`config.mk`:
```
export PLATFORM = sky130hd
export DESIGN_NAME = mem_dma_arbiter
export DESIGN_NICKNAME = d
export VERILOG_FILES = /design/src/rtl/mem_dma_arbiter.sv
export SDC_FILE = /design/constraint.sdc
export NUM_CORES = 1
export LEC_CHECK = 0
export CAP_MARGIN = 40
export CORE_AREA = 2 2 84 86
export DETAILED_ROUTE_END_ITERATION = 8
export DIE_AREA = 0 0 86 88
export GPL_ROUTABILITY_DRIVEN = 0
export PLACE_DENSITY_LB_ADDON = 0.1
export SLEW_MARGIN = 20
export SYNTH_ARGS = -nofsm -noshare
export SYNTH_HDL_FRONTEND = slang
export SYNTH_SLANG_ARGS = --single-unit
```
`constraint.sdc`:
```
create_clock -name ph1 -period 2.7 [get_ports ph1]
set_input_delay 0.54 -clock ph1 [delete_from_list [all_inputs] [get_ports ph1]]
set_output_delay 0.54 -clock ph1 [all_outputs]
set_load 0.02 [all_outputs]
```
`src/rtl/mem_dma_arbiter.sv`:
```
// Memory DMA arbiter: the CPU owns memory while idle; a READ/HOLD/WRITE engine copies blocks otherwise.
// Optional macro DMA_FILL_EN adds a constant-fill mode (ports fill_mode, fill_value).
module mem_dma_arbiter #(
  parameter int ADDR_W = 16
) (
  input  logic              ph1,
  input  logic              reset,
  input  logic [ADDR_W-1:0] cpu_address,
  input  logic [7:0]        cpu_wdata,
  input  logic              cpu_read_en,
  input  logic              start,
  input  logic [ADDR_W-1:0] src,
  input  logic [ADDR_W-1:0] dst,
  input  logic [7:0]        len,
`ifdef DMA_FILL_EN
  input  logic              fill_mode,
  input  logic [7:0]        fill_value,
`endif
  input  logic [7:0]        mem_rdata,
  output logic [ADDR_W-1:0] mem_address,
  output logic [7:0]        mem_wdata,
  output logic              mem_read_en,
  output logic              cpu_rdy,
  output logic              busy,
  output logic              done
);

  typedef enum logic [2:0] {IDLE, READ, HOLD, WRITE, DONE} state_t;

  state_t            state_reg, state_next;
  logic [ADDR_W-1:0] src_ptr_reg, dst_ptr_reg;
  logic [8:0]        count_reg;
  logic [7:0]        data_reg;
  logic              fill_reg;
  logic              fill_sel;
  logic [7:0]        fill_byte;

`ifdef DMA_FILL_EN
  assign fill_sel  = fill_mode;
  assign fill_byte = fill_value;
`else
  assign fill_sel  = 1'b0;
  assign fill_byte = 8'h00;
`endif

  always_ff @(posedge ph1 or posedge reset) begin
    if (reset) begin
      state_reg   <= IDLE;
      src_ptr_reg <= '0;
      dst_ptr_reg <= '0;
      count_reg   <= '0;
      data_reg    <= '0;
      fill_reg    <= 1'b0;
    end else begin
      state_reg <= state_next;
      case (state_reg)
        IDLE: begin
          if (start) begin
            src_ptr_reg <= src;
            dst_ptr_reg <= dst;
            // len == 0 means a full 256-byte block
            count_reg   <= (len == 8'd0) ? 9'd256 : {1'b0, len};
            fill_reg    <= fill_sel;
            // fill mode reuses the data register as the constant write value
            if (fill_sel) begin
              data_reg <= fill_byte;
            end
          end
        end
        HOLD: begin
          data_reg <= mem_rdata;
        end
        WRITE: begin
          src_ptr_reg <= src_ptr_reg + 1'b1;
          dst_ptr_reg <= dst_ptr_reg + 1'b1;
          count_reg   <= count_reg - 9'd1;
        end
        default: begin
        end
      endcase
    end
  end

  always_comb begin
    state_next  = state_reg;
    mem_address = cpu_address;
    mem_wdata   = cpu_wdata;
    mem_read_en = cpu_read_en;
    cpu_rdy     = 1'b1;
    busy        = 1'b0;
    done        = 1'b0;
    case (state_reg)
      IDLE: begin
        if (start) begin
          state_next = fill_sel ? WRITE : READ;
        end
      end
      READ, HOLD: begin
        mem_address = src_ptr_reg;
        mem_wdata   = data_reg;
        mem_read_en = 1'b1;
        cpu_rdy     = 1'b0;
        busy        = 1'b1;
        state_next  = (state_reg == READ) ? HOLD : WRITE;
      end
      WRITE: begin
        mem_address = dst_ptr_reg;
        mem_wdata   = data_reg;
        mem_read_en = 1'b0;
        cpu_rdy     = 1'b0;
        busy        = 1'b1;
        if (count_reg == 9'd1) begin
          state_next = DONE;
        end else begin
          state_next = fill_reg ? WRITE : READ;
        end
      end
      DONE: begin
        done       = 1'b1;
        state_next = IDLE;
      end
      default: begin
        state_next = IDLE;
      end
    endcase
  end

endmodule

```
Yosys cells after proc, flatten, opt, wreduce, memory -nomap -nowiden. Cells that the tools add are included.

Input port bits: 76. Register bits after elaboration: 52. Word-level logic and storage cells: 37. Output and inout port bits: 28.

Reductions and logical operators: 6. Add/sub/neg operators: 3. Multiplexer cells: 17. Equality and inequality tests: 6.

Operator list (count): $pmux W16 S2 (3); $add A16 B1 Y16 const B (2); $mux W16 (2); $mux W9 (2); $pmux W9 S2 (1); $eq A9 B1 Y1 const B (1); $pmux W3 S3 (1); $sub A9 B1 Y9 const B (1); $logic_not A8 Y1 (1); $mux W8 (1); $eq A3 B2 Y1 const B (2); $mux W3 (2); $mux W1 (4); $eq A3 B1 Y1 const B (1); $eq A3 B3 Y1 const B (1); $logic_not A3 Y1 (1); $reduce_or A3 Y1 (1); $ne A2 B2 Y1 const B (1); $pmux W1 S2 (1); $reduce_and A2 Y1 (1); $reduce_bool A2 Y1 (1); $reduce_or A2 Y1 (1).

Logic depth before layout (Yosys ltp).
Word-level depth: 4. Gate-level depth with buffers: 6. Depth with buffers taken out: 5.

Worst setup path after synthesis. No wires, ideal clock.

Path kind: register -> output. Start: register state_reg[1]. End: output port mem_address[0]. Stages on the path, launching flop included: 6. Arrival time: 1635 ps. Slack: 525 ps. Data required time: 2160 ps. Buffers on the path: 2. Cells stage by stage: dfrtp_1 -> buf_2 -> o21bai_2 -> clkbuf_1 -> nand2_1 -> o21ai_0.

Cells in the longest elaborated chain, start to end: 3. Elaborated cells on any way between the ends: 5. Classes of those cells: eq/ne: 3; mux: 1; reduce/logical: 1.

RTL lines: start: declaration (RTL line 30) `state_t state_reg, state_next;`; start signal: assignment (RTL line 55) `state_reg <= state_next;`; $eq A3 B1 Y1 or $eq A3 B2 Y1 (tied branches) (RTL line 92) `case (state_reg)`; $reduce_or A2 Y1; $pmux W16 S2 (*) (RTL line 92); end: declaration (RTL line 20) `output logic [ADDR_W-1:0] mem_address,`.

Every way passes the cells marked *; elsewhere a longest branch is shown, timed or not.

Worst setup path after layout.
Start: register state_reg[1]. End: output port mem_address[9].

The elaborated chain is that of the path after synthesis.

==> reports/qor.csv <==
stage;metric;value;unit
synth;synth_top_family_by_area;simple AND/OR/NAND/NOR gates;
critical_path;worstPathMaxFanout;19;
critical_path;max_stage_delay;0.62;ns
timing;fmax;0.381;GHz
timing;worst_pin_slew;0.604;ns
synth;synthMuxAreaShare;4.50;%
timing;setup_tns;0;ns
detailed_routing;drc;0;
cts;h-tree-depth;2;
placed_design;pre_cts_ws;0.0702;ns
cts;max-clock-path-buffers;2;
timing;worst_slack;0.0745;ns
synth;syn-num-nets;463;
synth;async_reset_ff_share;100;%
synth;synth_xor_area_share;0.543;%
floorplanning;initial_utilization;48.6;%
cts;root_buffer;clkbuf_8;
floorplanning;dieHeight;88;microns
cts;cts.clk_slew.worst_paths;0.10;ns
synth;ys_seq_area_share;40.3;%
finish;drive_gt1_share;11.0;%
power;power.density;368;nW/um^2
synth;yosysMostFrequentCell;nand2_1;
synth;yosys_most_used_dff;dfrtp_1;
critical_path;reg2reg_depth;5;
placed_design;dpl.cell_count;558;
critical_path;crit_family;buffers and inverters;
min_path;hp-start;count_reg[8]$_DFFE_PP0P_;
synth;yosysTopAreaCellShare;40.3;%
detailed_routing;wl_per_cell;17.8;microns
detailed_routing;drt_iter0_drc;324;
floorplanning;io_pins;104;
min_path;worstHoldPathCells;1;
critical_path;crit_type;reg -> out;
finish;utilization;68.2;%
critical_path;required;2.16;ns
cts;cts_hold_buf;0;
synth;synth_compound_area_share;23.3;%
power;peakVddDrop;0.206;mV
detailed_routing;wl;10100;microns
detailed_routing;ant_nets;0;
detailed_routing;via_per_inst;6.12;
synth;synthTopCellsByArea;dfrtp_1 (40%), nand2_1 (8.1%), a22oi_1 (4.2%), mux2_2 (4.2%), o21ai_0 (3.4%);
finish;n_antenna_cell;0;
timing;period_needed;2.63;ns
floorplanning;rows;30;
finish;fin_area;4530;sq um
synth;synth_cell_types;54;
synth;yosysWarnings;0;
detailed_routing;vias;3482;
finish;final_nets;568;
timing;rsz0062_at_grt;false;
detailed_routing;first_pass_iters;5;
cts;clock_sinks;52;
placed_design;portBuffers;103;
critical_path;rr_startpoint;state_reg[2]$_DFFE_PP0P_;
global_route;grt_overflow_total;0;
global_route;grt_usage;26.7;%
timing;drv_slew;0;
global_route;grt_max_degree;31;
global_route;grt_pass1_wl;15900;microns
floorplanning;coreArea;6640;sq um
placed_design;place_area;4380;sq um
finish;syn_to_final_growth;40.4;%
synth;synthAdderAreaFrac;1.55;%
min_path;holdCritPathClass;reg -> reg;
critical_path;cp.buffers_inverters;2;
timing;skew;0.0130;ns
synth;synth_edf_count;0;
synth;syn_area_per_cell;8.43;sq um
critical_path;slowest_stage;clkdlybuf4s50_1;
critical_path;crit_path_end_kind;output port;
synth;synth_common_cells;nand2_1 (70), dfrtp_1 (52), nor2_1 (28);
synth;syn_area;3230;sq um
global_route;grt_pass1_vias;3210;
synth;synth_top_area_cell;dfrtp_1;
timing;hold_viol_final;0;
outcome;status;finished, final reports clean;
timing;finalSetupViolations;0;
synth;syn_inst;383;
timing;post-route-period-util;97.2;%
finish;fillCellCount;618;
critical_path;cp_cell_sequence;o21bai_2, buf_6, nand2_1, o21ai_0, clkdlybuf4s50_1;
synth;synthSimpleGateAreaFrac;25.2;%
floorplanning;dieWidth;86;microns
critical_path;r2r_setup_slack;0.54;ns
timing;maxSlewHeadroom;59.6;%
min_path;holdPathEnd;count_reg[8]$_DFFE_PP0P_;
critical_path;critPathArrivalTime;2.09;ns
power;leakage;1.84;nW
floorplanning;floorplan.die_area;7570;sq um
cts;clock_latency;0.31;ns
global_route;antenna_found_initial;0;
synth;synth-seq-cells;52;
critical_path;reg2reg_to;src_ptr_reg[10]$_DFFE_PP0P_;
finish;finalNonFillerCells;569;
cts;cts_tree;yes;
cts;cts_buffers;5;
placed_design;place_hpwl;7490;microns
flow_run;cap_viol_max_count;0;
critical_path;cp-start-kind;flop;
final cells by class:
type                            instances  area, sq um  area share, %
Clock buffer                            6         82.6           1.82
Inverter                                9         33.8          0.745
Timing Repair Buffer                  123         1210           26.7
Clock inverter                          2         10.0          0.221
Multi-Input combinational cell        297         1790           39.5
Tap cell                               80          100           2.21
Sequential cell                        52         1300           28.8
kinds of logic (layout without fill, tap and decap cells):
family / after synthesis / in the layout
mux: 13 / 13
buf+inv: 34 / 140
flops: 52 / 52
compound gates: 109 / 109
simple gates: 169 / 169
xor+xnor: 2 / 2
fa+ha+maj: 4 / 4
worst max-delay path by stage:
stage | start | endpoint | cells past startpoint
4_1_cts | state_reg[1]$_DFFE_PP0P_ | mem_address[15] | 5
2_1_floorplan | state_reg[1]$_DFFE_PP0P_ | mem_address[0] | 5
3_5_place_dp | state_reg[0]$_DFFE_PP0P_ | mem_address[0] | 4
6_report | state_reg[1]$_DFFE_PP0P_ | mem_address[9] | 5
5_1_grt | state_reg[0]$_DFFE_PP0P_ | mem_address[13] | 4
3_3_place_gp | state_reg[0]$_DFFE_PP0P_ | mem_address[5] | 4
where the power goes:
| group | switching (W) | internal [W] | leakage (nW) |
|---|---|---|---|
| Clock | 0.000265 | 0.000205 | 0.0510 |
| Combinational | 0.000128 | 0.000190 | 1.20 |
| Sequential | 0.0000640 | 0.000816 | 0.596 |
cells in the final DEF, fill, tap and decap left out, drive strengths merged, types with 3 or more instances in the layout:
| cell | instances |
|---|---|
| mux2 | 12 |
| inv | 9 |
| clkbuf | 6 |
| nor2 | 29 |
| o311ai | 5 |
| nor3 | 6 |
| nor4 | 10 |
| nand2 | 70 |
| o21ai | 22 |
| or3 | 5 |
| a21oi | 14 |
| a211oi | 6 |
| a311oi | 7 |
| buf | 20 |
| o211ai | 12 |
| o22ai | 10 |
| dlymetal6s2s | 10 |
| clkdlybuf4s50 | 93 |
| nor3b | 3 |
| dfrtp | 52 |
| nand3 | 17 |
| and3 | 4 |
| ha | 4 |
| a22oi | 18 |
| nand4 | 11 |
worst reg2reg max path, delay by kind of cell, from the launching register on:
| kind | cells | cell delay [ns] |
|---|---|---|
| buf+inv | 1 | 0.20 |
| compound gates | 2 | 0.34 |
| simple gates | 2 | 1.09 |
| flops | 1 | 0.40 |
per-stage QoR:
step / hold slack (ns) / power [W]
6_report: 0.499 / 0.00167
3_3_place_gp: 0.469 / 0.00121
5_1_grt: 0.521 / 0.00173
3_5_place_dp: 0.488 / 0.00121
4_1_cts: 0.501 / 0.00167
2_1_floorplan: 0.451 / 0.00101
metal layers:
layer / global-route usage [%] / share of wire [%] / vias up
met5: 0 / 0 / -
met2: 45.6 / 47 / 166
met1: 35.2 / 42 / 1649
met4: 7.36 / 2.1 / 0
met3: 4.62 / 8.4 / 21
li1: - / - / 1646
timing repair:
item	CTS	global route
pin swaps	0	0
endpoints found under the setup margin	17	23
gates resized for setup	3	14
buffers inserted	1	2
Power figures use the tool's default switching activity.
